## src/rtl/unidad_busqueda.sv

```systemverilog
// Instruction-fetch unit: owns the PC, issues one word read at a time and
// holds a single fetched instruction for decode, dropping wrong-path fetches.
//
// state     | meaning
// ----------+-------------------------------------------
// INICIO    | no request (one cycle after reset)
// PEDIR     | request outstanding to instruction memory
// LLENO     | instruction held for decode
// DESCARTAR | in-flight request will be dropped
module unidad_busqueda #(
  parameter logic [31:0] RESET_VECTOR = 32'h0000_0000
) (
  input  logic        CLK,
  input  logic        RESET,
  output logic [31:0] PC,
  input  logic [31:0] SAL,
  input  logic        SALTO,
  input  logic [31:0] DIR_SALTO,
  input  logic        DETENER,
  output logic        MEM_REQ,
  output logic [31:0] MEM_DIR,
  input  logic        MEM_ACK,
  input  logic [31:0] MEM_DATO,
  output logic [31:0] INSTR,
  output logic [31:0] PC_INSTR,
  output logic        INSTR_VALIDA
);

  typedef enum logic [1:0] {INICIO, PEDIR, LLENO, DESCARTAR} estado_t;

  estado_t     estado, estado_sig;
  logic [31:0] pc_sig, instr_sig, pc_instr_sig;
  logic [31:0] pendiente, pendiente_sig;
  logic [31:0] destino;
  logic        unused_dir_bajos;

  assign destino          = {DIR_SALTO[31:2], 2'b00};
  assign unused_dir_bajos = ^DIR_SALTO[1:0];

  always_ff @(posedge CLK) begin
    if (RESET) begin
      estado    <= INICIO;
      PC        <= RESET_VECTOR;
      INSTR     <= 32'h0;
      PC_INSTR  <= 32'h0;
      pendiente <= 32'h0;
    end else begin
      estado    <= estado_sig;
      PC        <= pc_sig;
      INSTR     <= instr_sig;
      PC_INSTR  <= pc_instr_sig;
      pendiente <= pendiente_sig;
    end
  end

  always_comb begin
    estado_sig    = estado;
    pc_sig        = PC;
    instr_sig     = INSTR;
    pc_instr_sig  = PC_INSTR;
    pendiente_sig = pendiente;
    case (estado)
      INICIO: estado_sig = PEDIR;
      PEDIR: begin
        if (MEM_ACK && !SALTO) begin
          instr_sig    = MEM_DATO;
          pc_instr_sig = PC;
          pc_sig       = SAL;
          estado_sig   = LLENO;
        end else if (MEM_ACK && SALTO) begin
          pc_sig = destino;
        end else if (SALTO) begin
          // PC (and so MEM_DIR) must stay put until the old request completes
          pendiente_sig = destino;
          estado_sig    = DESCARTAR;
        end
      end
      LLENO: begin
        if (SALTO) begin
          pc_sig     = destino;
          estado_sig = PEDIR;
        end else if (!DETENER) begin
          estado_sig = PEDIR;
        end
      end
      DESCARTAR: begin
        if (SALTO) pendiente_sig = destino;
        if (MEM_ACK) begin
          pc_sig     = SALTO ? destino : pendiente;
          estado_sig = PEDIR;
        end
      end
      default: estado_sig = INICIO;
    endcase
  end

  assign MEM_REQ      = (estado == PEDIR) || (estado == DESCARTAR);
  assign INSTR_VALIDA = (estado == LLENO);
  assign MEM_DIR      = PC;

endmodule

```

## config.mk

```make
export PLATFORM = sky130hd
export DESIGN_NAME = unidad_busqueda
export DESIGN_NICKNAME = d
export VERILOG_FILES = /design/src/rtl/unidad_busqueda.sv
export SDC_FILE = /design/constraint.sdc
export NUM_CORES = 1
export LEC_CHECK = 0
export ABC_AREA = 0
export CORE_AREA = 2 2 94 142
export CTS_CLUSTER_DIAMETER = 80
export CTS_CLUSTER_SIZE = 16
export DETAILED_ROUTE_END_ITERATION = 10
export DIE_AREA = 0 0 96 144
export GPL_ROUTABILITY_DRIVEN = 0
export PLACE_DENSITY_LB_ADDON = 0.08
export SLEW_MARGIN = 10
export SYNTH_ARGS = -nofsm -noshare
export SYNTH_HDL_FRONTEND = slang
export SYNTH_SLANG_ARGS = --single-unit
```

## constraint.sdc

```tcl
create_clock -name CLK -period 4 [get_ports CLK]
set_clock_uncertainty 0.15 [all_clocks]
set_input_delay 1.2 -clock CLK [delete_from_list [all_inputs] [get_ports CLK]]
set_output_delay 1.2 -clock CLK [all_outputs]
set_load 0.01 [all_outputs]
```

==> impl_metrics.toml, run 1 <==
[sta]
slew_violations = 0
fin_crit_sh_pct = 73.9
clock.fmax_mhz = 338
whs_ps = 301
finalSetupViolCount = 0
layout_min_cycle_time_ps = 2960
fin_tns_setup_ps = 0
rsz0062_at_grt = "false"
setup_ws_ps = 1040
finalHoldViolations = 0
worst_pin_slew_ps = 820
relSlewSlack_pct = 45.3

[power_and_ir_drop]
intPower_mw = 2.52
clockPowerShare_pct = 42.9
seqPwrFrac_pct = 41.0
power.total_mw = 3.41
irDropWorstVdd_mv = 0.269
leakage_nw = 2.99
p_comb_share_pct = 16.1
p_per_area_nw_per_um2 = 396
switching_share_pct = 26.0
switchingPower_uw = 889

[critical_path]
cp.required_ps = 2650
critPathLaunchType = "register"
cp_max_fo = 12
end_kind = "primary output"
crit_type = "register to primary output"
cp.arrival_ps = 1610

[clocking]
cts_buffers = 17
postCtsResizedCells = 0
cts_max_level = 4
clk_pin_slew_worst_paths_ps = 60
clk_latency_ps = 400
clockBufferDepth = 2
cts_tree = "built"
clock_sinks = 130
clockRootBuffer = "clkbuf_16"
cts_setup_buffers = 0
hold_buffers = 0

[synth]
ys_ff_latch = 130
ys_seq_area_share_pct = 43.7
syn_area_per_cell_um2 = 8.31
yosys_warnings = 0
synth.area.top_cells = "dfxtp_1 (44%), nand2_1 (12%), a21oi_1 (8.2%), o21a_1 (7.7%), mux2i_1 (5.4%)"
synth_nets = 817
synth_area_um2 = 5950
yosys.area.top_type = "dfxtp_1"
synth_top_area_share_pct = 43.7
synthCells = 716
yosysUniqueCellTypes = 26

[global_route]
grt_usage_pct = 24.3
grt_pass1_vias = 5317
grt_max_degree = 68
grt_overflow_total = 0
grt_pass1_wl_mm = 26.3
grt_antenna_before_repair = 0

[cells_and_area]
syn_to_final_growth_pct = 44.8
n_fill_cell = 1058
antennaDiodeCount = 0
multiInputGateArea_um2 = 2800
drive_gt1_share_pct = 9.80
final_common_cell = "clkdlybuf4s50_1"
final_core_util_pct = 67.9
final_cell_mix = "clkdlybuf4s50_1 (226), nand2_1 (188), dfxtp_1 (129)"
regArea_um2 = 2600
final_nets = 986

[floorplan]
std_cell_rows = 51
die_h_um = 144
ios = 231
start_util_pct = 46.9
die_area_um2 = 13800
die_w_um = 96
core_um2 = 12700

[placed_design]
io_buffer_count = 228
detailed_place_hpwl_mm = 11.8
pre_cts_slack_ps = 677

[route]
drtPass1Iterations = 5
drc = 0
final_antenna_net_count = 0
vias_per_cell = 5.34
drt_iter0_markers = 288
wl_mm = 17.0
wire_per_inst_um = 16.1
routed-via-count = 5643

[run_status]
status = "finished, final reports clean"

[worst_hold_path]
hp-class = "register to register"

[run]
max_cap_violations = 0
## logic make-up (layout without fill, tap and decap cells)
logic type / Yosys count / count (layout) / synth area share, %
flops: 130 / 130 / 43.7
buf+inv: 96 / 278 / 9.50
mux: 32 / 32 / 5.38
compound gates: 194 / 194 / 21.0
simple gates: 264 / 264 / 20.4
## final cells by class
cell class / instances / area share, %
sequential: 130 / 30.2
clock inverter: 13 / 1.48
timing repair buffer: 244 / 28.4
multi-input combinational: 490 / 32.4
inverter: 2 / 0.0871
tap: 159 / 2.31
clock buffer: 19 / 5.14
## worst max-delay path: stages, from the launching register on
cell	delay [ps]
dfxtp_1	420
nor2b_1	200
clkdlybuf4s50_1	590
## sequential cells by signal, indices dropped and copies added, names as in the netlist
register,count
pendiente,32
estado,2
INSTR,32
MEM_DIR,32
PC_INSTR,32
## final timing paths
kind                      from      endpoint  slack, ps  cells after the start
hold / removal    PC_INSTR[22]  PC_INSTR[22]        300                      2
setup reg to reg     estado[1]   MEM_DIR[24]       1520                      6
hold reg to reg   PC_INSTR[22]  PC_INSTR[22]        300                      2
setup / recovery     estado[0]  INSTR_VALIDA       1040                      2
## through the flow
stage | area [um2] | std cells
5_1_grt | 8620 | 1057
2_1_floorplan | 5950 | 716
3_5_place_dp | 8050 | 1025
4_1_cts | 8620 | 1057
6_report | 8620 | 1057
3_3_place_gp | 8050 | 1025
## Yosys cell counts
cell type  number
o32ai_1        30
mux2i_1        32
nor3_2         30
nand2_1       189
o211ai_1        1
o211a_1         1
clkbuf_1       38
buf_4          35
o21ai_1         1
and2_1          1
o21ai_0         2
nor3_1          2
inv_1           2
a311oi_1        1
o21a_1         61
buf_6           8
a21oi_1        97
nand2_2         2
nor2b_1         2
nor3b_2         1
buf_1           2
nor2_1         33
dfxtp_1       130
buf_2          11
nor3b_1         3
and2b_1         1
## metal layers
layer / part of all wire [%] / track usage, % / wire (um) / up-vias
met1: 39 / 27.1 / 6560 / 2655
li1: - / - / - / 2756
met3: 6.3 / 5.16 / 1070 / 24
met5: 0 / 0 / 0 / -
met2: 53 / 44.3 / 9080 / 208
met4: 1.8 / 8.80 / 313 / 0
## power groups by stage
stage / combinational (mW) / clock [mW] / sequential [mW]
2_1_floorplan: 0.275 / 0 / 1.43
3_3_place_gp: 0.539 / 0 / 1.43
3_5_place_dp: 0.548 / 0 / 1.43
4_1_cts: 0.551 / 1.49 / 1.40
5_1_grt: 0.592 / 1.55 / 1.41
6_report: 0.548 / 1.46 / 1.40
No activity file was read; power rests on OpenSTA's default activity.
==> inputs of run 2 (changes only) <==
CORE_AREA = 2 2 103 155   (was 2 2 94 142)
DIE_AREA = 0 0 105 157   (was 0 0 96 144)
clock period = 2.6 ns   (was 4 ns; I/O delays follow)
==> run 2 against run 1 <==
Worst hold slack about the same. Critical path depth fell by 1. Critical endpoint is now MEM_REQ. Global-route usage down 2.5 points. Largest cell class unchanged. Total power is 60% higher. Routed wire length up 5.8%. Highest routed layer unchanged. Setup slack got worse by 880 ps.
==> impl_metrics.toml, run 2 (synthesized netlist as in run 1, its figures left out) <==
[run_status]
status = "finished, final reports clean"

[critical_path]
critPathBufInv = 1
crit_path_max_incr_delay_ps = 610
cpMaxStageDelayCell = "clkdlybuf4s50_1"
cp.required_ps = 1670
crit_chain = "clkdlybuf4s50_1"
cpLargestDelayFamily = "buffers and inverters"
end_kind = "primary output"
critPathLaunchType = "register"
cp.arrival_ps = 1510
cp_max_fo = 6
crit_type = "register to primary output"

[route]
drt_iter0_markers = 242
wl_mm = 18.0
drtPass1Iterations = 4
drc = 0
vias_per_cell = 5.06
routed-via-count = 5604
final_antenna_net_count = 0
wire_per_inst_um = 16.3

[sta]
fin_crit_sh_pct = 93.9
rsz0062_at_grt = "false"
relSlewSlack_pct = 38.4
slew_violations = 0
setup_ws_ps = 158
fin_tns_setup_ps = 0
layout_min_cycle_time_ps = 2440
finalSetupViolCount = 0
worst_pin_slew_ps = 921
finalHoldViolations = 0
clock.fmax_mhz = 409

[clocking]
hold_buffers = 0
clk_latency_ps = 410
clockRootBuffer = "clkbuf_16"
cts_max_level = 4
clockBufferDepth = 2
clk_pin_slew_worst_paths_ps = 60
cts_tree = "built"
clock_sinks = 130
cts_buffers = 17

[cells_and_area]
final_common_cell = "clkdlybuf4s50_1"
syn_to_final_growth_pct = 48.6
final_cells = 1107
final_cell_mix = "clkdlybuf4s50_1 (225), nand2_1 (188), dfxtp_1 (129)"
drive_gt1_share_pct = 10.7
final_nets = 995
final_core_util_pct = 59.0

[global_route]
grtUsageMet3_pct = 4.64
grt_overflow_total = 0
grt_pass1_wl_mm = 28.4
busiest_layer = "met2"
gr-usage-met2_pct = 40.2
grt_usage_pct = 21.7
grtUsageMet1_pct = 23.8
grt_pass1_vias = 5627
grt_antenna_before_repair = 2
grt_max_degree = 68

[floorplan]
ios = 231
die_area_um2 = 16500
die_h_um = 157
die_w_um = 105
core_um2 = 15000
std_cell_rows = 55
start_util_pct = 39.7

[power_and_ir_drop]
leakage_nw = 3.10
clockPowerShare_pct = 44.8
seqPwrFrac_pct = 39.4
switching_share_pct = 25.7
p_comb_share_pct = 15.9
irDropWorstVdd_mv = 0.383
p_per_area_nw_per_um2 = 619
switchingPower_mw = 1.41
intPower_mw = 4.07

[placed_design]
pre_cts_slack_ps = -205
io_buffer_count = 228
detailed_place_hpwl_mm = 12.6
place_inst = 1074

[run]
max_cap_violations = 0

[worst_hold_path]
hp-class = "register to register"
[run 2: per-stage QoR]
| step | instance area, um2 | hold WS (ps) | power [mW] |
|---|---|---|---|
| after floorplan | 5950 | 287 | 2.63 |
| after CTS | 8840 | 304 | 5.53 |
| after global routing | 8850 | 323 | 5.68 |
| after detailed placement | 8230 | 296 | 3.07 |
| after global placement | 8230 | 291 | 3.06 |
| final | 8850 | 301 | 5.47 |
[run 2: cell type report]
type                       instances  area, um2
clock buffer                      17        425
sequential                       130       2600
inverter                           2       7.51
antenna                            2       5.00
clock inverter                    14        181
multi-input combinational        490       2810
fill                            1415       6160
tap                              199        249
timing repair buffer             253       2560
[run 2: worst paths after layout]
path	startpoint	end	slack [ps]	cells past startpoint
setup / recovery	estado[0]	MEM_REQ	160	1
hold / removal	PC_INSTR[20]	PC_INSTR[20]	300	2
setup reg to reg	estado[1]	MEM_DIR[3]	260	5
hold reg to reg	PC_INSTR[20]	PC_INSTR[20]	300	2
[run 2: worst min-delay path, cell delays in order (launching register included)]
cell     delay (ps)
dfxtp_1         310
nand2_1          50
a21oi_1          50
[run 2: timing repair]
item	CTS	global route
buffers inserted	0	0
resized for setup	0	1
endpoints found under the hold margin	0	0
setup endpoints to repair	0	1
[run 2: power by group through the flow]
stage | logic [mW] | registers, mW | clock network, mW
final | 0.868 | 2.15 | 2.45
after CTS | 0.876 | 2.16 | 2.50
after detailed placement | 0.873 | 2.20 | 0
after floorplan | 0.423 | 2.20 | 0
after global placement | 0.863 | 2.20 | 0
after global routing | 0.938 | 2.17 | 2.58
[run 2: layer usage]
| metal | vias to the layer above | wire length [um] |
|---|---|---|
| met3 | 27 | 945 |
| met1 | 2633 | 7180 |
| li1 | 2764 | - |
| met2 | 180 | 9450 |
| met5 | - | 0 |
| met4 | 0 | 433 |
